**src/rtl/instr_decode_queue.sv**
```systemverilog
// instr_decode_queue
// Registered MIPS instruction decoder with a DEPTH-entry result queue.
// Each accepted word is decoded into a one-hot code plus an illegal flag.
// The result is stored with the raw word and its PC, and presented at the head.
// Optional feature macro: DECODE_STATS_EN adds pop and illegal-pop counters.
module instr_decode_queue #(
  parameter int CODE_W = 54,
  parameter int DEPTH  = 2,
  parameter int PC_W   = 32
) (
  input  logic              clk,
  input  logic              rst_n,
  input  logic              flush_i,
  input  logic              in_valid,
  output logic              in_ready,
  input  logic [31:0]       in_instr,
  input  logic [PC_W-1:0]   in_pc,
  output logic              out_valid,
  input  logic              out_ready,
  output logic [CODE_W-1:0] out_code,
  output logic              out_illegal,
  output logic [31:0]       out_instr,
  output logic [PC_W-1:0]   out_pc
`ifdef DECODE_STATS_EN
  ,
  output logic [31:0]       stat_decoded,
  output logic [31:0]       stat_illegal
`endif
);

  localparam int PTR_W = $clog2(DEPTH);
  localparam int CNT_W = PTR_W + 1;

  logic [5:0] opcode;
  logic [4:0] rs;
  logic [4:0] rt;
  logic [5:0] funct;
  logic       unusedBits;

  logic [5:0]        decIdx;
  logic              decHit;
  logic              decLegal;
  logic [CODE_W-1:0] decCode;

  logic [CODE_W-1:0] codeMem_q  [DEPTH];
  logic              illMem_q   [DEPTH];
  logic [31:0]       instrMem_q [DEPTH];
  logic [PC_W-1:0]   pcMem_q    [DEPTH];

  logic [PTR_W-1:0] rdPtr_q, rdPtr_d;
  logic [PTR_W-1:0] wrPtr_q, wrPtr_d;
  logic [CNT_W-1:0] count_q, count_d;

  logic push;
  logic pop;

  assign opcode     = in_instr[31:26];
  assign rs         = in_instr[25:21];
  assign rt         = in_instr[20:16];
  assign funct      = in_instr[5:0];
  assign unusedBits = ^in_instr[15:6];

  // Map the instruction fields to a bit index of the one-hot code table.
  always_comb begin
    decHit = 1'b1;
    decIdx = 6'd0;
    case (opcode)
      6'h00: begin
        case (funct)
          6'h20: decIdx = 6'd0;
          6'h21: decIdx = 6'd1;
          6'h22: decIdx = 6'd2;
          6'h23: decIdx = 6'd3;
          6'h24: decIdx = 6'd4;
          6'h25: decIdx = 6'd5;
          6'h26: decIdx = 6'd6;
          6'h27: decIdx = 6'd7;
          6'h2A: decIdx = 6'd8;
          6'h2B: decIdx = 6'd9;
          6'h00: decIdx = 6'd10;
          6'h02: decIdx = 6'd11;
          6'h03: decIdx = 6'd12;
          6'h04: decIdx = 6'd13;
          6'h06: decIdx = 6'd14;
          6'h07: decIdx = 6'd15;
          6'h08: decIdx = 6'd16;
          6'h18: decIdx = 6'd37;
          6'h19: decIdx = 6'd38;
          6'h1A: decIdx = 6'd39;
          6'h1B: decIdx = 6'd40;
          6'h10: decIdx = 6'd41;
          6'h12: decIdx = 6'd42;
          6'h11: decIdx = 6'd43;
          6'h13: decIdx = 6'd44;
          6'h09: decIdx = 6'd45;
          6'h0C: decIdx = 6'd51;
          6'h0D: decIdx = 6'd52;
          6'h34: decIdx = 6'd53;
          default: decHit = 1'b0;
        endcase
      end
      6'h01: begin
        if (rt == 5'd1) decIdx = 6'd46;
        else            decHit = 1'b0;
      end
      6'h02: decIdx = 6'd29;
      6'h03: decIdx = 6'd30;
      6'h04: decIdx = 6'd25;
      6'h05: decIdx = 6'd26;
      6'h08: decIdx = 6'd17;
      6'h09: decIdx = 6'd18;
      6'h0A: decIdx = 6'd27;
      6'h0B: decIdx = 6'd28;
      6'h0C: decIdx = 6'd19;
      6'h0D: decIdx = 6'd20;
      6'h0E: decIdx = 6'd21;
      6'h0F: decIdx = 6'd22;
      6'h10: begin
        if (rs == 5'h10 && funct == 6'h18) decIdx = 6'd48;
        else if (rs == 5'h00)              decIdx = 6'd49;
        else if (rs == 5'h04)              decIdx = 6'd50;
        else                               decHit = 1'b0;
      end
      6'h1C: begin
        if (funct == 6'h20) decIdx = 6'd47;
        else                decHit = 1'b0;
      end
      6'h20: decIdx = 6'd31;
      6'h21: decIdx = 6'd33;
      6'h23: decIdx = 6'd23;
      6'h24: decIdx = 6'd32;
      6'h25: decIdx = 6'd34;
      6'h28: decIdx = 6'd35;
      6'h29: decIdx = 6'd36;
      6'h2B: decIdx = 6'd24;
      default: decHit = 1'b0;
    endcase
  end

  // An index beyond the configured code width is treated as unsupported.
  assign decLegal = decHit && (int'(decIdx) < CODE_W);

  // Expand the index into the one-hot code; unsupported words give all zeros.
  always_comb begin
    decCode = '0;
    for (int b = 0; b < CODE_W; b++) begin
      decCode[b] = decLegal && (int'(decIdx) == b);
    end
  end

  assign in_ready  = (count_q < CNT_W'(DEPTH));
  assign out_valid = (count_q != '0);
  assign push      = in_valid & in_ready;
  assign pop       = out_valid & out_ready;

  // Pointer and occupancy update; a flush overrides any push or pop.
  always_comb begin
    rdPtr_d = rdPtr_q;
    wrPtr_d = wrPtr_q;
    count_d = count_q;
    if (flush_i) begin
      rdPtr_d = '0;
      wrPtr_d = '0;
      count_d = '0;
    end else begin
      if (push) wrPtr_d = wrPtr_q + PTR_W'(1);
      if (pop)  rdPtr_d = rdPtr_q + PTR_W'(1);
      case ({push, pop})
        2'b10:   count_d = count_q + CNT_W'(1);
        2'b01:   count_d = count_q - CNT_W'(1);
        default: count_d = count_q;
      endcase
    end
  end

  // Queue control registers.
  always_ff @(posedge clk or negedge rst_n) begin
    if (!rst_n) begin
      rdPtr_q <= '0;
      wrPtr_q <= '0;
      count_q <= '0;
    end else begin
      rdPtr_q <= rdPtr_d;
      wrPtr_q <= wrPtr_d;
      count_q <= count_d;
    end
  end

  // Entry storage; cleared on reset so the head reads zero before any push.
  always_ff @(posedge clk or negedge rst_n) begin
    if (!rst_n) begin
      for (int i = 0; i < DEPTH; i++) begin
        codeMem_q[i]  <= '0;
        illMem_q[i]   <= 1'b0;
        instrMem_q[i] <= '0;
        pcMem_q[i]    <= '0;
      end
    end else if (push && !flush_i) begin
      codeMem_q[wrPtr_q]  <= decCode;
      illMem_q[wrPtr_q]   <= !decLegal;
      instrMem_q[wrPtr_q] <= in_instr;
      pcMem_q[wrPtr_q]    <= in_pc;
    end
  end

  assign out_code    = codeMem_q[rdPtr_q];
  assign out_illegal = illMem_q[rdPtr_q];
  assign out_instr   = instrMem_q[rdPtr_q];
  assign out_pc      = pcMem_q[rdPtr_q];

`ifdef DECODE_STATS_EN
  // Count consumed entries and consumed illegal entries; flush does not clear them.
  always_ff @(posedge clk or negedge rst_n) begin
    if (!rst_n) begin
      stat_decoded <= '0;
      stat_illegal <= '0;
    end else if (pop && !flush_i) begin
      stat_decoded <= stat_decoded + 32'd1;
      if (out_illegal) stat_illegal <= stat_illegal + 32'd1;
    end
  end
`else
  // Statistics counters are not built in this configuration.
`endif

endmodule

```
**config.mk**
```make
export PLATFORM = sky130hd
export DESIGN_NAME = instr_decode_queue
export DESIGN_NICKNAME = d
export VERILOG_FILES = /design/src/rtl/instr_decode_queue.sv
export SDC_FILE = /design/constraint.sdc
export NUM_CORES = 1
export LEC_CHECK = 0
export ABC_AREA = 1
export ABC_CLOCK_PERIOD_IN_PS = 2700
export CORE_MARGIN = 3
export CORE_UTILIZATION = 29
export DETAILED_ROUTE_END_ITERATION = 8
export GPL_TIMING_DRIVEN = 0
export PLACE_DENSITY = 0.5
export SLEW_MARGIN = 20
export SYNTH_ARGS = -nofsm -noshare
export SYNTH_HDL_FRONTEND = slang
export SYNTH_SLANG_ARGS = --single-unit
```
**constraint.sdc**
```tcl
create_clock -name clk -period 2.7 [get_ports clk]
set_input_delay 0.54 -clock clk [delete_from_list [all_inputs] [get_ports clk]]
set_output_delay 0.54 -clock clk [all_outputs]
set_load 0.02 [all_outputs]
```
==> Word-level counts from Yosys, hierarchy flattened <==
Index checks and enable logic that the tools add are counted.
{ "totals": {"ff_bits": 242, "latchBits": 0, "ram_bits": 0, "mem_bits_ro": 0, "inputBits": 69, "out_inout_bits": 121, "elab_cells": 245, "n_memories": 0} }
{ "op_classes": {"n_addsub": 4, "n_mul": 0, "div_mod_pow": 0, "order_cmp": 5, "eq_ne": 109, "n_shift": 0, "mux": 42, "n_bitwise": 4, "reduce_logical": 70} }
{ "op_table": {"columns": ["op", "count"], "rows": [
  ["$eq 6x6->1 const B", 51],
  ["$mux 32", 7],
  ["$mux 54", 4],
  ["$pmux 6 s28", 1],
  ["$eq 6x5->1 const B", 24],
  ["$pmux 6 s24", 1],
  ["$bwmux 64", 2],
  ["$bwmux 108", 1],
  ["$eq 6x4->1 const B", 16],
  ["$logic_and 1x1->1", 58],
  ["$demux 54 s1", 1],
  ["$eq 6x3->1 const B", 7],
  ["$demux 32 s1", 1],
  ["$eq 6x2->1 const B", 5],
  ["$mux 6", 5],
  ["$reduce_or 29->1", 1],
  ["$reduce_or 20->1", 1],
  ["$logic_not 6->1", 3],
  ["$mux 1", 14],
  ["$eq 6x1->1 const B", 1],
  ["$lt 6x6->1 const B", 1],
  ["$reduce_bool 2->1", 3],
  ["$eq 5x1->1 const B", 1],
  ["$eq 5x3->1 const B", 1],
  ["other kinds (19)", 24]
]} }

==> Logic depth before layout (Yosys ltp) <==
Gate-level depths: netlist (run 1).
{ "logic_depth": {"word_depth": 9, "mapped_depth": 15, "depth_no_buf": 15} }

==> Worst setup path after synthesis (run 1) <==
OpenSTA, ideal clock, no wires.
{ "synth_path": {"path_type": "input port to flip-flop", "startpoint": "in in_instr[31]", "endpoint": "reg codeMem_q[0] in the netlist's numbering", "setup_ns": 0.078, "t_arrival_ns": 1.865, "required_time_ns": 2.622, "slack_ns": 0.757, "cell_stages": 12, "n_path_buf": 2, "cell_sequence": "nor2_1 -> buf_6 -> nand3_1 -> nand2_1 -> inv_1 -> nand2_1 -> nor2_2 -> nand4_4 -> nor2_4 -> buf_6 -> nand4_1 -> o21bai_1"} }
{ "synth_via": {"elab_chain_cells": 6, "elab_cells_between_ends": 32, "cone_classes": "1 x order compare; 23 x eq/ne; 3 x mux; 5 x reduce/logical"} }
{ "synth_rtl": {"columns": ["item", "line_no", "source"], "rows": [
  ["start, declared", "16", "input logic [31:0] in_instr,"],
  ["$eq 6x6->1 (tied with other cells)", "67", "case (opcode)"],
  ["$pmux 6 s24 / $reduce_or 20->1 (equally long branches)", null, null],
  ["$lt 6x6->1 / $pmux 1 s5 (equally long branches)", "141, 67", null],
  ["$logic_and 1x1->1", "141", "assign decLegal = decHit && (int'(decIdx) < CODE_W);"],
  ["$logic_and 1x1->1 (*)", "147", "decCode[b] = decLegal && (int'(decIdx) == b);"],
  ["$bwmux 108 (*)", "199", "codeMem_q[wrPtr_q] <= decCode;"],
  ["end signal, assigned by index", "199", null],
  ["end, declared", "45", "logic [CODE_W-1:0] codeMem_q [DEPTH];"]
]} }
Mark *: on every way between the ends. The rest lies on a longest branch, timed or not.
A chain may end at the register's enable or synchronous reset.

==> Worst setup path in the final report (run 1) <==
{ "layout_path": {"startpoint": "reg rdPtr_q", "endpoint": "out out_pc[22]"} }
{ "layout_via": {"elab_chain_cells": 4} }
{ "layout_rtl": {"columns": ["item", "line_no", "source"], "rows": [
  ["start, declared", "50", "logic [PTR_W-1:0] rdPtr_q, rdPtr_d;"],
  ["start signal, assigned", "183", "rdPtr_q <= rdPtr_d;"],
  ["$not 1->2 (implied by the code)", "209", "assign out_pc = pcMem_q[rdPtr_q];"],
  ["$mux 32 (implied by the code) (3 in series)", "209", null],
  ["end, declared", "23", "output logic [PC_W-1:0] out_pc"]
]} }
No other way between the ends. The select of a mux whose other input is x is not followed.

==> flow_summary.toml, run 1 <==
[synthesis]
ys_ff_latch = 242
synth_top_family_by_area = "simple AND/OR/NAND/NOR gates"
synth-compound-area-share = 0.103
synth_xor_area_frac = 0
ys_top_cells_by_area = "dfrtp_1 (52%), nand2_1 (22%), o21ai_0 (8.7%)"
synth-seq-area-share = 0.520
ys_warn_count = 0
synth_area_per_cell_um2 = 7.52
yosys.area_share.simple = 0.311
yosys.area.top_type = "dfrtp_1"
synthesis.nets = 1617
syn_area_um2 = 11600
synthMuxAreaShare = 0
netlist.area_leader.share = 0.520
syn_inst = 1548
yosys.area_share.adder = 0
synth_cell_types = 28

[sta]
hold_slack_ns = 0.482
rsz0062_at_grt = "true"
max_freq_mhz = 381
setup_viol = 0
period_minus_slack_ns = 2.63
skew_ns = 0.00949
final_hold_viol_count = 0
relSlewSlack = 0.479
tightest_slew_ns = 0.782
report.final.slew_viol_count = 0
finalCritPeriodShare = 0.973

[placement]
dp_cells = 2257
place_congestion = 0.881
dpl_cell_area_um2 = 14200
portBuffers = 189
hpwlAfterDp_um = 29400

[worst_setup_path]
max_stage_delay_ns = 0.46
critical_path.most_common_cell = "nand2_1"
rrSetupSlack_ns = 0.20
critPathMaxFanout = 10
reg2regPathDepth = 7
worst_setup_path_end_kind = "output port"
worstSetupStartpointType = "flip-flop"
r2r_end = "instrMem_q[1]"
setup.worst_path.class = "reg2out"
worstPathRequired_ns = 2.16
r2r_start = "count_q[1]"
slowest_stage = "dfrtp_2"
cp_data_arrival_time_ns = 2.09
path_cells = "clkinv_2, clkbuf_8, clkbuf_4, nand2_1, nand2_1, dlygate4sd2_1"

[cells_and_area]
diodes = 0
finish.utilization = 0.390
fillCellCount = 4122
area_delta_synth_final_pct = 31.2
multi_input_comb_area_um2 = 4850
layout.nets = 1840
final_area_um2 = 15300
layoutNonFillerInstCount = 2309
ff_latch_area_um2 = 6060
drive_above_1_share = 0.0865

[power_and_ir_drop]
power_mw = 10.6
peakVddDrop_v = 0.000455
cellLeakagePower_nw = 8.06
power_density_nw_per_um2 = 693

[route]
num_vias = 10900
avgRoutedWirePerCell_um = 17.5
first_pass_iters = 5
ant_nets = 0
routed_wirelength_um = 40500
drt_iter0_markers = 909
route.detailed.drc = 0
routed_via_density = 4.71

[hold_path]
min_from = "codeMem_q[105]"
hold_depth = 2
whs_endpoint = "codeMem_q[105]"
hold_class = "reg2reg"

[die]
rows = 72
die_h_um = 206
die-area_um2 = 42600
core_area_um2 = 39200
start_util = 0.297
num_io_pins = 190
die_w_um = 206

[cts]
cts_root_buf = "clkbuf_16"
numCtsBuffers = 27
path_clk_slew_ns = 0.06
htree_levels = 1
clkLatencyLatePin_ns = 0.55
cts_tree = "built"
cts_num_sinks = 242
max-clock-path-buffers = 3

[global_routing]
first_global_vias = 10700
grt_overflow = 0
grtUsageTotal = 0.190
antenna_found_initial = 0
grt_pass1_wl_um = 62600
grt_max_degree = 93

[outcome]
outcome = "complete, no violations"

[run]
cap_viol_max_count = 0
routing by layer:
metal / part of all wire / up-vias / track usage
met1: 0.48 / 5252 / 0.271
met3: 0.048 / 44 / 0.0272
met2: 0.46 / 265 / 0.304
met4: 0.021 / 0 / 0.0468
li1: - / 5317 / -
met5: 0 / - / 0
synthesized netlist by cell type:
library cell / instances
nor3_1: 3
nor2_2: 22
nand2_2: 4
clkbuf_1: 72
inv_1: 96
o21ai_1: 27
a31oi_1: 1
nor2_1: 41
a21oi_1: 4
nand3_2: 5
buf_4: 1
nand4_4: 1
o21ai_2: 1
buf_1: 4
a211oi_1: 1
nand3b_1: 3
dfrtp_1: 242
nor3_2: 3
o21ai_0: 202
nor2_4: 8
buf_6: 3
clkinv_1: 3
o21bai_1: 2
nand2_4: 3
nand2_1: 691
nand4_1: 6
nand3_1: 81
inv_2: 18
layout make-up:
| type | instances | share of cell area |
|---|---|---|
| buffer | 79 | 0.0274 |
| clock buffer | 41 | 0.0523 |
| clock inverter | 8 | 0.0102 |
| inverter | 117 | 0.0289 |
| multi-input combinational | 1109 | 0.318 |
| sequential | 242 | 0.397 |
| tap | 518 | 0.0424 |
| timing repair buffer | 195 | 0.124 |
cell families after synthesis:
family	after synthesis
AO/OA/AOI/OAI	238
buffers and inverters	197
flip-flops	242
AND/OR/NAND/NOR	871
worst max-delay path, delay by kind of cell, from the launching register on:
kind | cells | cell delay (ns)
buffers and inverters | 4 | 0.89
flip-flops | 1 | 0.46
AND/OR/NAND/NOR | 2 | 0.18
worst max path at each step:
stage,from,end,slack (ns),cells after the start
after floorplan,in_instr[31],codeMem_q[0],0.76,12
after global placement,rst_n,instrMem_q[16],-9.78,1
after detailed placement,rdPtr_q,out_code[49],-0.80,7
after CTS,rdPtr_q,out_pc[0],0.004,5
after global routing,flush_i,instrMem_q[6],-0.05,8
final,rdPtr_q,out_pc[22],0.07,6
where the power goes:
group | internal (mW) | total [mW] | switching, mW
Combinational | 0.798 | 2.23 | 1.43
Clock | 2.42 | 3.95 | 1.53
Sequential | 4.14 | 4.40 | 0.260
through the flow:
| stage | setup TNS, ns | setup slack (ns) |
|---|---|---|
| after floorplan | 0 | 0.757 |
| after global routing | -0.582 | -0.0550 |
| after global placement | -2546.56 | -9.78 |
| after CTS | 0 | 0.00387 |
| final | 0 | 0.0734 |
| after detailed placement | -187.17 | -0.795 |
what timing repair did:
item | in CTS | in global routing
resized for setup | 176 | 33
endpoints found under the setup margin | 234 | 247
endpoints found under the hold margin | 62 | 0
buffers inserted | 2 | 1
pin swaps | 0 | 1
hold buffers | 1 | 0
cell usage in the layout, fill, tap and decap left out, types with 8 or more instances in the layout:
cell type	n
nor2_2	20
clkdlybuf4s50_1	69
nor2_4	11
inv_1	96
buf_4	8
nor2_1	40
clkbuf_1	55
dfrtp_1	241
nand3_1	81
inv_2	18
clkbuf_16	27
clkdlybuf4s15_1	13
o21ai_0	201
clkbuf_8	8
nand2_1	691
dlygate4sd2_1	84
o21ai_1	28
clkbuf_4	18
dlymetal6s2s_1	15
registers in the layout, indices dropped and copies added (netlist names):
| name | cells |
|---|---|
| codeMem_q | 108 |
| instrMem_q | 64 |
| pcMem_q | 64 |
| count_q | 2 |
| illMem_q | 2 |
| rdPtr_q | 1 |
| wrPtr_q | 1 |
Note: power is estimated with default switching activity, not from simulation.
==> run 2, diff against run 1 <==
RECOVER_POWER = 25   (was default)
==> results of run 2 <==
The final DEF is identical to that of run 1; final timing and power are the same.
==> run 3, diff against run 2 <==
CORE_UTILIZATION = 58   (was 29)
HOLD_SLACK_MARGIN = 0.15   (was default)
PLACE_DENSITY = 0.87   (was 0.5)
==> run 3 against run 2 <==
Cell area fell by 3.5%. Core utilization rose by 36 points. Global-route usage rose by 13 points. Register-to-register slack improved by 0.06 ns. Non-clock buffer count rose by 2. Clock skew rose by 0.020 ns. Critical path type unchanged. Largest power group unchanged.
==> flow_summary.toml, run 3 (synthesized netlist as in run 1, its figures left out) <==
[worst_setup_path]
worstSetupStartpointType = "flip-flop"
worst_setup_path_end_kind = "output port"
setup.worst_path.class = "reg2out"
crit_start = "rdPtr_q"
worstPathRequired_ns = 2.16
critPathMaxFanout = 10
r2r_start = "count_q[1]"
cp_data_arrival_time_ns = 2.13

[placement]
portBuffers = 189
place_ws_ns = -0.763
dpl_cell_area_um2 = 13900
place_congestion = 0.962
dp_cells = 2004
hpwlAfterDp_um = 24900

[sta]
max_freq_mhz = 374
relSlewSlack = 0.205
fin_setup_tns_ns = 0
final_hold_viol_count = 0
skew_ns = 0.0299
finalCritPeriodShare = 0.989
tightest_slew_ns = 1.19
period_minus_slack_ns = 2.67
rsz0062_at_grt = "true"
hold_slack_ns = 0.483
report.final.slew_viol_count = 0
layout_setup_ws_ns = 0.0287
setup_viol = 0

[global_routing]
antenna_found_initial = 0
grtUsageTotal = 0.323
first_global_vias = 11100
grt_max_degree = 89
grt_pass1_wl_um = 57000
grt_overflow = 0

[route]
wl_met3_um = 3100
routed_wirelength_um = 35600
wl_met1_um = 14500
drt_iter0_markers = 1069
highest_layer = "met4"
first_pass_iters = 5
wl_met2_um = 17000
avgRoutedWirePerCell_um = 17.3
num_vias = 11500
routed_via_density = 5.61
ant_nets = 0
route.detailed.drc = 0

[cts]
htree_levels = 1
clkLatencyLatePin_ns = 0.53
cts_tree = "built"
cts_num_sinks = 242
cts_root_buf = "clkbuf_16"
numCtsBuffers = 25
path_clk_slew_ns = 0.06
max-clock-path-buffers = 3

[die]
die_w_um = 148
die-area_um2 = 21800
num_io_pins = 190
core_area_um2 = 19600
start_util = 0.594
die_h_um = 148
rows = 51

[cells_and_area]
largest_reg_flops = 108
biggestRegsByFlops = "codeMem_q: 108 flops, instrMem_q: 64 flops, pcMem_q: 64 flops"
area_delta_synth_final_pct = 26.6
finish.utilization = 0.752
regMostFlops = "codeMem_q"
layout.nets = 1840
final_common_cell = "nand2_1"
layoutNonFillerInstCount = 2055
final_area_um2 = 14700
mostFrequentLayoutCells = "nand2_1 (691), dfrtp_1 (241), o21ai_0 (202)"
drive_above_1_share = 0.0888
diodes = 0

[power_and_ir_drop]
power_density_nw_per_um2 = 675
cellLeakagePower_nw = 7.97
power_mw = 9.95
peakVddDrop_v = 0.000486

[run]
cap_viol_max_count = 0

[hold_path]
min_from = "codeMem_q[51]"
hold_class = "reg2reg"

[outcome]
outcome = "complete, no violations"
==> run 3: cell count changes in the layout (fill, tap and decap cells not counted), sizes merged <==
cell / previous run / this run
dlygate4sd2: 84 / 66
clkbuf: 114 / 126
bufinv: 4 / 0
clkdlybuf4s50: 69 / 72
dlymetal6s2s: 15 / 18
clkinv: 6 / 4
clkinvlp: 0 / 2
buf: 16 / 17
clkdlybuf4s15: 16 / 17
inv: 115 / 116
==> run 3: critical path: stages, from the launching register on <==
cell and delay, ns:
dfrtp_2 0.49, clkinv_2 0.14, clkbuf_8 0.23, clkbuf_4 0.26, nand2_1 0.07, nand2_1 0.08
clkdlybuf4s15_1 0.32
==> run 3: worst paths after layout <==
check / endpoint / slack (ns) / depth (start not counted)
hold reg to reg: codeMem_q[51] / 0.48 / 2
max in group asynchronous: codeMem_q[68] / 0.34 / 3
hold / removal: codeMem_q[51] / 0.48 / 2
setup / recovery: out_code[1] / 0.03 / 6
setup reg to reg: pcMem_q[10] / 0.26 / 8
min in group asynchronous: pcMem_q[48] / 0.83 / 2
==> run 3: area by class of cell <==
class	instances	area, µm²
Sequential cell	242	6060
Clock buffer	41	756
Multi-Input combinational cell	1109	4830
Fill cell	1504	4850
Timing Repair Buffer	197	1860
Inverter	117	444
Buffer	79	423
Tap cell	265	332
Clock inverter	5	37.5
==> run 3: report_power, final <==
group / leakage, nW / switching, mW / internal (mW) / total (mW)
Sequential: 3.18 / 0.281 / 4.14 / 4.42
Combinational: 4.41 / 1.40 / 0.795 / 2.20
Clock: 0.388 / 1.41 / 1.92 / 3.33
Total: 7.97 / 3.10 / 6.85 / 9.95
==> run 3: timing repair <==
item                                   CTS  global route
pin swaps                                0             0
gates resized for setup                152            69
endpoints found under the hold margin   84             0
setup buffers                            2             3
gates cloned                             0             0
hold buffers                             1             0
setup endpoints to repair              119           289
==> run 3: routing by layer <==
layer,up-vias,global-route usage
met5,-,0
met4,0,0.101
met3,91,0.0466
met2,573,0.534
met1,5545,0.447
li1,5319,-
